$ cat src/rtl/mac_pkg.sv
// Shared definitions for the pipelined MAC array.
// prod_bw : width of one signed lane product of an unsigned and a signed bw-bit operand
// sum_bw  : width of the signed sum of 'lanes' such products
// mode_e  : accumulate mode select (external partial sum or internal accumulator)
package mac_pkg;

    function automatic int prod_bw(input int w);
        return 2 * w + 1;
    endfunction

    function automatic int sum_bw(input int w, input int n);
        return prod_bw(w) + $clog2(n);
    endfunction

    typedef enum logic {
        MODE_EXT = 1'b0,
        MODE_ACC = 1'b1
    } mode_e;

endpackage

$ cat src/rtl/mac_dot.sv
// Combinational lanes-wide dot product.
// Ports:
//   a   : lanes x bw unsigned activations, lane i at [i*bw +: bw]
//   b   : lanes x bw signed weights, lane i at [i*bw +: bw]
//   dot : signed sum of a_i * b_i at sum_bw(bw, lanes) bits
module mac_dot
    import mac_pkg::*;
#(
    parameter int bw    = 4,
    parameter int lanes = 4
) (
    input  logic [lanes*bw-1:0]                  a,
    input  logic [lanes*bw-1:0]                  b,
    output logic signed [sum_bw(bw, lanes)-1:0]  dot
);

    localparam int PW = prod_bw(bw);
    localparam int SW = sum_bw(bw, lanes);

    logic signed [PW-1:0] prod [lanes];

    for (genvar i = 0; i < lanes; i++) begin : g_lane
        logic signed [PW-1:0] pa;
        logic signed [PW-1:0] pb;
        // activation zero-extended, weight sign-extended; the product fits in PW bits
        assign pa      = {{(PW-bw){1'b0}}, a[i*bw +: bw]};
        assign pb      = {{(PW-bw){b[i*bw+bw-1]}}, b[i*bw +: bw]};
        assign prod[i] = pa * pb;
    end

    always_comb begin
        dot = '0;
        for (int unsigned i = 0; i < lanes; i++) begin
            dot = dot + SW'(prod[i]);
        end
    end

endmodule

$ cat src/rtl/mac_pipe_array.sv
// Three-stage pipelined N-lane MAC with valid/ready handshake and internal accumulator.
// Ports:
//   clk, reset_n         : clock, asynchronous active-low reset
//   in_valid / in_ready  : input beat handshake (in_ready is the global pipeline enable)
//   a, b                 : lanes x bw activations (unsigned) and weights (signed)
//   c                    : external partial sum, used in MODE_EXT
//   acc_mode, acc_clr    : 0 = dot + c, 1 = dot + accumulator; clear accumulator for this beat
//   out_valid/out_ready  : result handshake
//   out                  : psum_bw-bit result, wraps modulo 2^psum_bw
module mac_pipe_array
    import mac_pkg::*;
#(
    parameter int bw      = 4,
    parameter int psum_bw = 16,
    parameter int lanes   = 4
) (
    input  logic                  clk,
    input  logic                  reset_n,
    input  logic                  in_valid,
    output logic                  in_ready,
    input  logic [lanes*bw-1:0]   a,
    input  logic [lanes*bw-1:0]   b,
    input  logic [psum_bw-1:0]    c,
    input  logic                  acc_mode,
    input  logic                  acc_clr,
    output logic                  out_valid,
    input  logic                  out_ready,
    output logic [psum_bw-1:0]    out
);

    localparam int SW = sum_bw(bw, lanes);

    logic                  en;
    logic signed [SW-1:0]  dot1;
    logic [psum_bw-1:0]    dot_ext;
    logic [psum_bw-1:0]    acc_sum;

    // S1
    logic [lanes*bw-1:0]   a1_q, a1_d, b1_q, b1_d;
    logic [psum_bw-1:0]    c1_q, c1_d;
    mode_e                 mode1_q, mode1_d;
    logic                  clr1_q, clr1_d, v1_q, v1_d;
    // S2
    logic signed [SW-1:0]  dot2_q, dot2_d;
    logic [psum_bw-1:0]    c2_q, c2_d;
    mode_e                 mode2_q, mode2_d;
    logic                  clr2_q, clr2_d, v2_q, v2_d;
    // S3
    logic [psum_bw-1:0]    out_q, out_d, acc_q, acc_d;
    logic                  out_valid_q, out_valid_d;

    mac_dot #(.bw(bw), .lanes(lanes)) u_dot (
        .a   (a1_q),
        .b   (b1_q),
        .dot (dot1)
    );

    always_comb begin
        en      = !out_valid_q || out_ready;
        dot_ext = psum_bw'(dot2_q);
        acc_sum = '0;

        a1_d = a1_q;   b1_d = b1_q;   c1_d = c1_q;
        mode1_d = mode1_q;   clr1_d = clr1_q;   v1_d = v1_q;
        dot2_d = dot2_q;   c2_d = c2_q;
        mode2_d = mode2_q;   clr2_d = clr2_q;   v2_d = v2_q;
        out_d = out_q;   acc_d = acc_q;   out_valid_d = out_valid_q;

        // a single enable drives every stage so bubbles stay in place under stall
        if (en) begin
            a1_d    = a;
            b1_d    = b;
            c1_d    = c;
            mode1_d = mode_e'(acc_mode);
            clr1_d  = acc_clr;
            v1_d    = in_valid;

            dot2_d  = dot1;
            c2_d    = c1_q;
            mode2_d = mode1_q;
            clr2_d  = clr1_q;
            v2_d    = v1_q;

            out_valid_d = v2_q;
            if (v2_q) begin
                if (mode2_q == MODE_ACC) begin
                    acc_sum = (clr2_q ? '0 : acc_q) + dot_ext;
                    out_d   = acc_sum;
                    acc_d   = acc_sum;
                end else begin
                    out_d = c2_q + dot_ext;
                    if (clr2_q) begin
                        acc_d = '0;
                    end
                end
            end
        end
    end

    always_ff @(posedge clk or negedge reset_n) begin
        if (!reset_n) begin
            a1_q        <= '0;
            b1_q        <= '0;
            c1_q        <= '0;
            mode1_q     <= MODE_EXT;
            clr1_q      <= 1'b0;
            v1_q        <= 1'b0;
            dot2_q      <= '0;
            c2_q        <= '0;
            mode2_q     <= MODE_EXT;
            clr2_q      <= 1'b0;
            v2_q        <= 1'b0;
            out_q       <= '0;
            acc_q       <= '0;
            out_valid_q <= 1'b0;
        end else begin
            a1_q        <= a1_d;
            b1_q        <= b1_d;
            c1_q        <= c1_d;
            mode1_q     <= mode1_d;
            clr1_q      <= clr1_d;
            v1_q        <= v1_d;
            dot2_q      <= dot2_d;
            c2_q        <= c2_d;
            mode2_q     <= mode2_d;
            clr2_q      <= clr2_d;
            v2_q        <= v2_d;
            out_q       <= out_d;
            acc_q       <= acc_d;
            out_valid_q <= out_valid_d;
        end
    end

    assign in_ready  = en;
    assign out_valid = out_valid_q;
    assign out       = out_q;

endmodule
$ cat config.mk
export PLATFORM = sky130hd
export DESIGN_NAME = mac_pipe_array
export DESIGN_NICKNAME = d
export VERILOG_FILES = /design/src/rtl/mac_pkg.sv /design/src/rtl/mac_dot.sv /design/src/rtl/mac_pipe_array.sv
export SDC_FILE = /design/constraint.sdc
export NUM_CORES = 1
export LEC_CHECK = 0
export CORE_MARGIN = 4
export CORE_UTILIZATION = 55
export DETAILED_ROUTE_END_ITERATION = 16
export DONT_BUFFER_PORTS = 1
export PLACE_DENSITY = 0.74
export SETUP_SLACK_MARGIN = 0.4
export SLEW_MARGIN = 10
export SYNTH_ARGS = -nofsm -noshare
export SYNTH_HDL_FRONTEND = slang
export SYNTH_HIERARCHICAL = 1
export SYNTH_SLANG_ARGS = --single-unit
$ cat constraint.sdc
create_clock -name clk -period 5.15 [get_ports clk]
set_clock_uncertainty 0.2 [all_clocks]
set_input_delay 0.7725 -clock clk [delete_from_list [all_inputs] [get_ports clk]]
set_output_delay 0.7725 -clock clk [all_outputs]
set_load 0.01 [all_outputs]
# Yosys cells after proc, flatten, opt, wreduce, memory -nomap -nowiden
# Cells that the tools add are included.
# W data, S select, Z words.
[totals]
word_cells = 29
in_bits = 54
out_inout_bits = 18
register_bits = 114
[op_classes]
muxes = 3
multipliers = 4
reduce_logical = 3
addsub = 5
[ops]
columns = ["op", "count"]
rows = [
  ["$mux W16", 3],
  ["$mul A5 B4 Y9", 4],
  ["$add A16 B16 Y16", 2],
  ["$add A10 B9 Y11", 1],
  ["$add A11 B9 Y11", 1],
  ["$add A9 B9 Y10", 1],
  ["$reduce_and A2 Y1", 1],
  ["$logic_not A1 Y1", 1],
  ["$logic_or A1 B1 Y1", 1],
]

# Longest topological paths before layout
[logic_depth]
ltp_word = 4
depth_mapped = 20
ltp_nobuf = 20

# By module
# The synthesis kept the hierarchy.
[by_module_without_submodules]
columns = ["module", "area_each_um2", "n_inst", "cells_per_inst", "seq_area_each_um2"]
rows = [
  ["mac_pipe_array", 5863.1, 1, 667, 2852.7],
  ["mac_dot", 2857.7, 1, 322, 0.0],
]

# Worst setup path after synthesis
# OpenSTA, ideal clock, no wires.
[synth_timing]
kind = "flip-flop to flip-flop"
start = "register b1_q[11]"
end = "register dot2_q[7]"
path_stages_with_launch = 21
required_time_ns = 4.885
path_buffers = 0
synth_period_minus_slack_ns = 5.364
slack_ns = -0.214
arrival_ns = 5.099
setup_time_ns = 0.065
cell_sequence = "dfrtp_1 > inv_1 > nor2_1 > fa_1 > inv_1 > fa_1 > inv_1 > fa_1 > fa_1 > inv_1 > fa_1 > fa_1 > inv_1 > ha_1 > nand3_1 > o2111ai_2 > a21o_1 > a21oi_2 > xnor2_1 > nand2_1 > nand2_1"
[synth_between]
elab_chain_len = 3
[synth_rtl]
columns = ["element", "line", "text"]
rows = [
  ["from (decl)", "mac_pipe_array.sv:39", "logic [lanes*bw-1:0] a1_q, a1_d, b1_q, b1_d;"],
  ["from (signal assigned)", "mac_pipe_array.sv:103", "b1_q <= '0;"],
  ["from (signal assigned)", "mac_pipe_array.sv:118", "b1_q <= b1_d;"],
  ["$mul A5 B4 Y9", "mac_dot.sv:28", "assign prod[i] = pa * pb;"],
  ["$add A10 B9 Y11", "mac_dot.sv:34", "dot = dot + SW'(prod[i]);"],
  ["$add A11 B9 Y11", "mac_dot.sv:34", ""],
  ["net dot1[7]", "mac_pipe_array.sv:34", "logic signed [SW-1:0] dot1;"],
  ["to (signal assigned)", "mac_pipe_array.sv:123", "dot2_q <= dot2_d;"],
  ["to (decl)", "mac_pipe_array.sv:44", "logic signed [SW-1:0] dot2_q, dot2_d;"],
]
# The timed path passes the listed nets, and every way through them passes these cells.
# A chain may end at the register's enable or synchronous reset.

# Worst setup path after layout
[layout_timing]
start = "register b1_q[13]"
end = "register dot2_q[7]"
[layout_between]
elab_chain_len = 2
[layout_rtl]
columns = ["element", "line"]
rows = [
  ["$mul A5 B4 Y9", "mac_dot.sv:28"],
  ["$add A11 B9 Y11", "mac_dot.sv:34"],
  ["net dot1[7]", "mac_pipe_array.sv:34"],
]
# The timed path passes the listed nets, and every way through them passes these cells.

==> reports/metrics.cfg <==
[outcome]
outcome = finished clean

[synthesis]
yosysSeqAreaShare_pct = 32.71
ys_ff_latch = 114
synth_edf_count = 0
syn_nets = 1181
ys_types = 66
postSynthAreaPerCell_sq_um = 8.818
syn_inst = 989
yosys_warnings = 6
netlist_area_sq_um = 8721
synth_ff_type = dfrtp_1
async_flop_share_pct = 100.0

[routing]
drc = 0
firstDrtPassIters = 5
viasPerCell = 5.298
wl_per_cell_um = 15.91
drt_wl_total_um = 19530
via_count = 6506
postRouteAntennaNets = 0
drtIter0Drc = 442

[sta]
maxSlewViolCount = 0
rsz0062_at_grt = yes
setup_viol = 0
fmax_mhz = 197.1
tightest_slew_ns = 1.255
fin_crit_sh_pct = 98.52
hold_viol_final = 0
period_needed_ns = 5.074
maxSlewHeadroom_pct = 15.79

[cells_and_area]
final_common_cell = nand2_1
area_growth_pct = 13.62
final_cells = 1228
nets = 1196
fillers = 1274
drive_gt1_share_pct = 12.49
diodes = 0
regArea_sq_um = 2868
multi_input_area_sq_um = 5569
mostFrequentLayoutCells = nand2_1, dfrtp_1, inv_1

[setup_path]
reg2reg_from = b1_q[13]$_DFFE_PN0N_
arrival_ns = 5.18
critical_path_class = reg -> reg
rr_worst_depth = 19
reg2reg_slack_ns = 0.08
rr_endpoint = dot2_q[7]$_DFFE_PN0N_
crit_required_ns = 5.25
cp-end-kind = register
start_kind = register
worstPathMaxFanout = 5

[cts]
ctsRootBufferMaster = clkbuf_16
cts_tree = yes
cts_sinks = 114
clock_path_buffers = 2
cts-buffers-inserted = 17
clock_latency_ns = 0.42
h-tree-depth = 4
clkTransAtPathRegs_ns = 0.06

[place]
dp_cells = 1184
hpwl_um = 14150
globalplace.congestion = 0.8551
io_buffers = 0

[global_routing]
gr-total-overflow = 0
antenna_found_initial = 0
grt_pass1_wl_um = 33160
grt_pass1_vias = 6675
grt_use_total_pct = 23.24
grt_max_degree = 115

[worst_hold_path]
min_path_type = in -> async

[floorplanning]
core_sq_um = 15370
die_area_sq_um = 17930
start_util_pct = 56.74
io-pin-count = 72
die_h_um = 133.9
std_cell_rows = 45
dieWidth_um = 133.9

[flow_run]
cap_violations = 0

-- critical path, stage by stage (launching register included) --
cell,delay [ns]
dfrtp_1,0.42
and2_4,0.16
fa_1,0.52
inv_1,0.05
fa_2,0.42
fa_2,0.54
inv_2,0.04
fa_2,0.54
inv_1,0.05
fa_1,0.45
fa_1,0.51
inv_2,0.05
ha_4,0.29
nand3_2,0.08
o2111ai_2,0.21
a21o_1,0.16
a21oi_2,0.06
xnor2_1,0.12
nand2_1,0.06
nand2_1,0.05
-- area by class of cell --
class,count,area share (%)
sequential,114,28.94
timing repair buffer,28,2.324
inverter,94,3.561
clock buffer,19,4.571
tap,211,2.664
multi-input combinational,749,56.21
clock inverter,13,1.730
-- synth_stat cells (all sizes together) (4+ instances only) --
cell type / n / area share [%]
a211oi: 7 / 0.66
o21ai: 39 / 2.2
a22o: 9 / 0.92
nand3: 8 / 0.52
and2: 34 / 2.4
fa: 62 / 14
inv: 94 / 4.0
nor2: 30 / 1.3
or3: 4 / 0.34
a221o: 4 / 0.47
xnor2: 27 / 2.7
nor3: 4 / 0.23
buf: 8 / 0.44
a21oi: 32 / 2.1
nand2b: 9 / 0.65
nor2b: 21 / 1.5
nand2: 305 / 13
a21o: 16 / 1.4
o21a: 5 / 0.43
xor2: 13 / 1.3
ha: 76 / 11
and3: 5 / 0.37
dfrtp: 114 / 33
a31oi: 5 / 0.53
clkbuf: 23 / 0.99
-- metal layers --
| layer | vias up | part of all wire, % | track usage [%] |
|---|---|---|---|
| met5 | - | 0 | 0 |
| met4 | 0 | 1.2 | 5.086 |
| met3 | 19 | 4.8 | 5.664 |
| met2 | 136 | 45 | 35.51 |
| met1 | 3136 | 49 | 33.87 |
| li1 | 3215 | - | - |
-- stage by stage --
stage | utilization, % | setup TNS [ns] | setup slack, ns | hold slack (ns) | cell area [sq um]
detailed placement | 58.97 | -0.01104 | -0.01104 | 0.2555 | 9065
global route | 64.46 | -0.2774 | -0.1139 | 0.08690 | 9908
finish | 64.46 | 0 | 0.07616 | 0.04398 | 9908
floorplan | - | 0 | 0.1883 | 0.2381 | 8811
CTS | 63.90 | 0 | 0.03842 | 0.1288 | 9822
global placement | 58.97 | 0 | 0.05805 | 0.2492 | 9065
-- what timing repair did --
item,CTS,global route
hold buffers,1,0
setup buffers,7,4
resized for setup,10,19
hold endpoints to repair,114,0
endpoints found under the setup margin,8,8
pin swaps,23,18
-- registers in the layout, summed over array words and instances (netlist names) --
register	flops
clr2_q	1
out_valid	1
out	16
a1_q	16
dot2_q	11
mode1_q	1
v2_q	1
acc_q	16
v1_q	1
c2_q	16
b1_q	16
mode2_q	1
c1_q	16
clr1_q	1
-- cells by family (layout without fill, tap and decap cells) --
| group | after synthesis | in the layout | synth area share (%) |
|---|---|---|---|
| muxes | 4 | 4 | 0.4735 |
| buffers and inverters | 126 | 154 | 5.624 |
| and+or+nand+nor | 432 | 432 | 21.52 |
| adders and majority gates | 139 | 139 | 25.25 |
| xor gates and xnor gates | 40 | 40 | 4.017 |
| DFF | 114 | 114 | 32.71 |
| AOI/OAI and AO/OA | 134 | 134 | 10.40 |
-- worst max-delay path by stage --
stage,start,to,slack [ns],cells past startpoint
3_3_place_gp,a1_q[1]$_DFFE_PN0N_,dot2_q[7]$_DFFE_PN0N_,0.06,18
3_5_place_dp,a1_q[1]$_DFFE_PN0N_,dot2_q[7]$_DFFE_PN0N_,-0.01,18
5_1_grt,a1_q[2]$_DFFE_PN0N_,dot2_q[8]$_DFFE_PN0N_,-0.11,20
6_report,b1_q[13]$_DFFE_PN0N_,dot2_q[7]$_DFFE_PN0N_,0.08,19
4_1_cts,a1_q[1]$_DFFE_PN0N_,dot2_q[7]$_DFFE_PN0N_,0.04,18
2_1_floorplan,b1_q[3]$_DFFE_PN0N_,dot2_q[7]$_DFFE_PN0N_,0.19,19
Power is left out: the tool's default activity adds up to more than one toggle a clock period on the data nets, which glitch-free logic cannot reach.
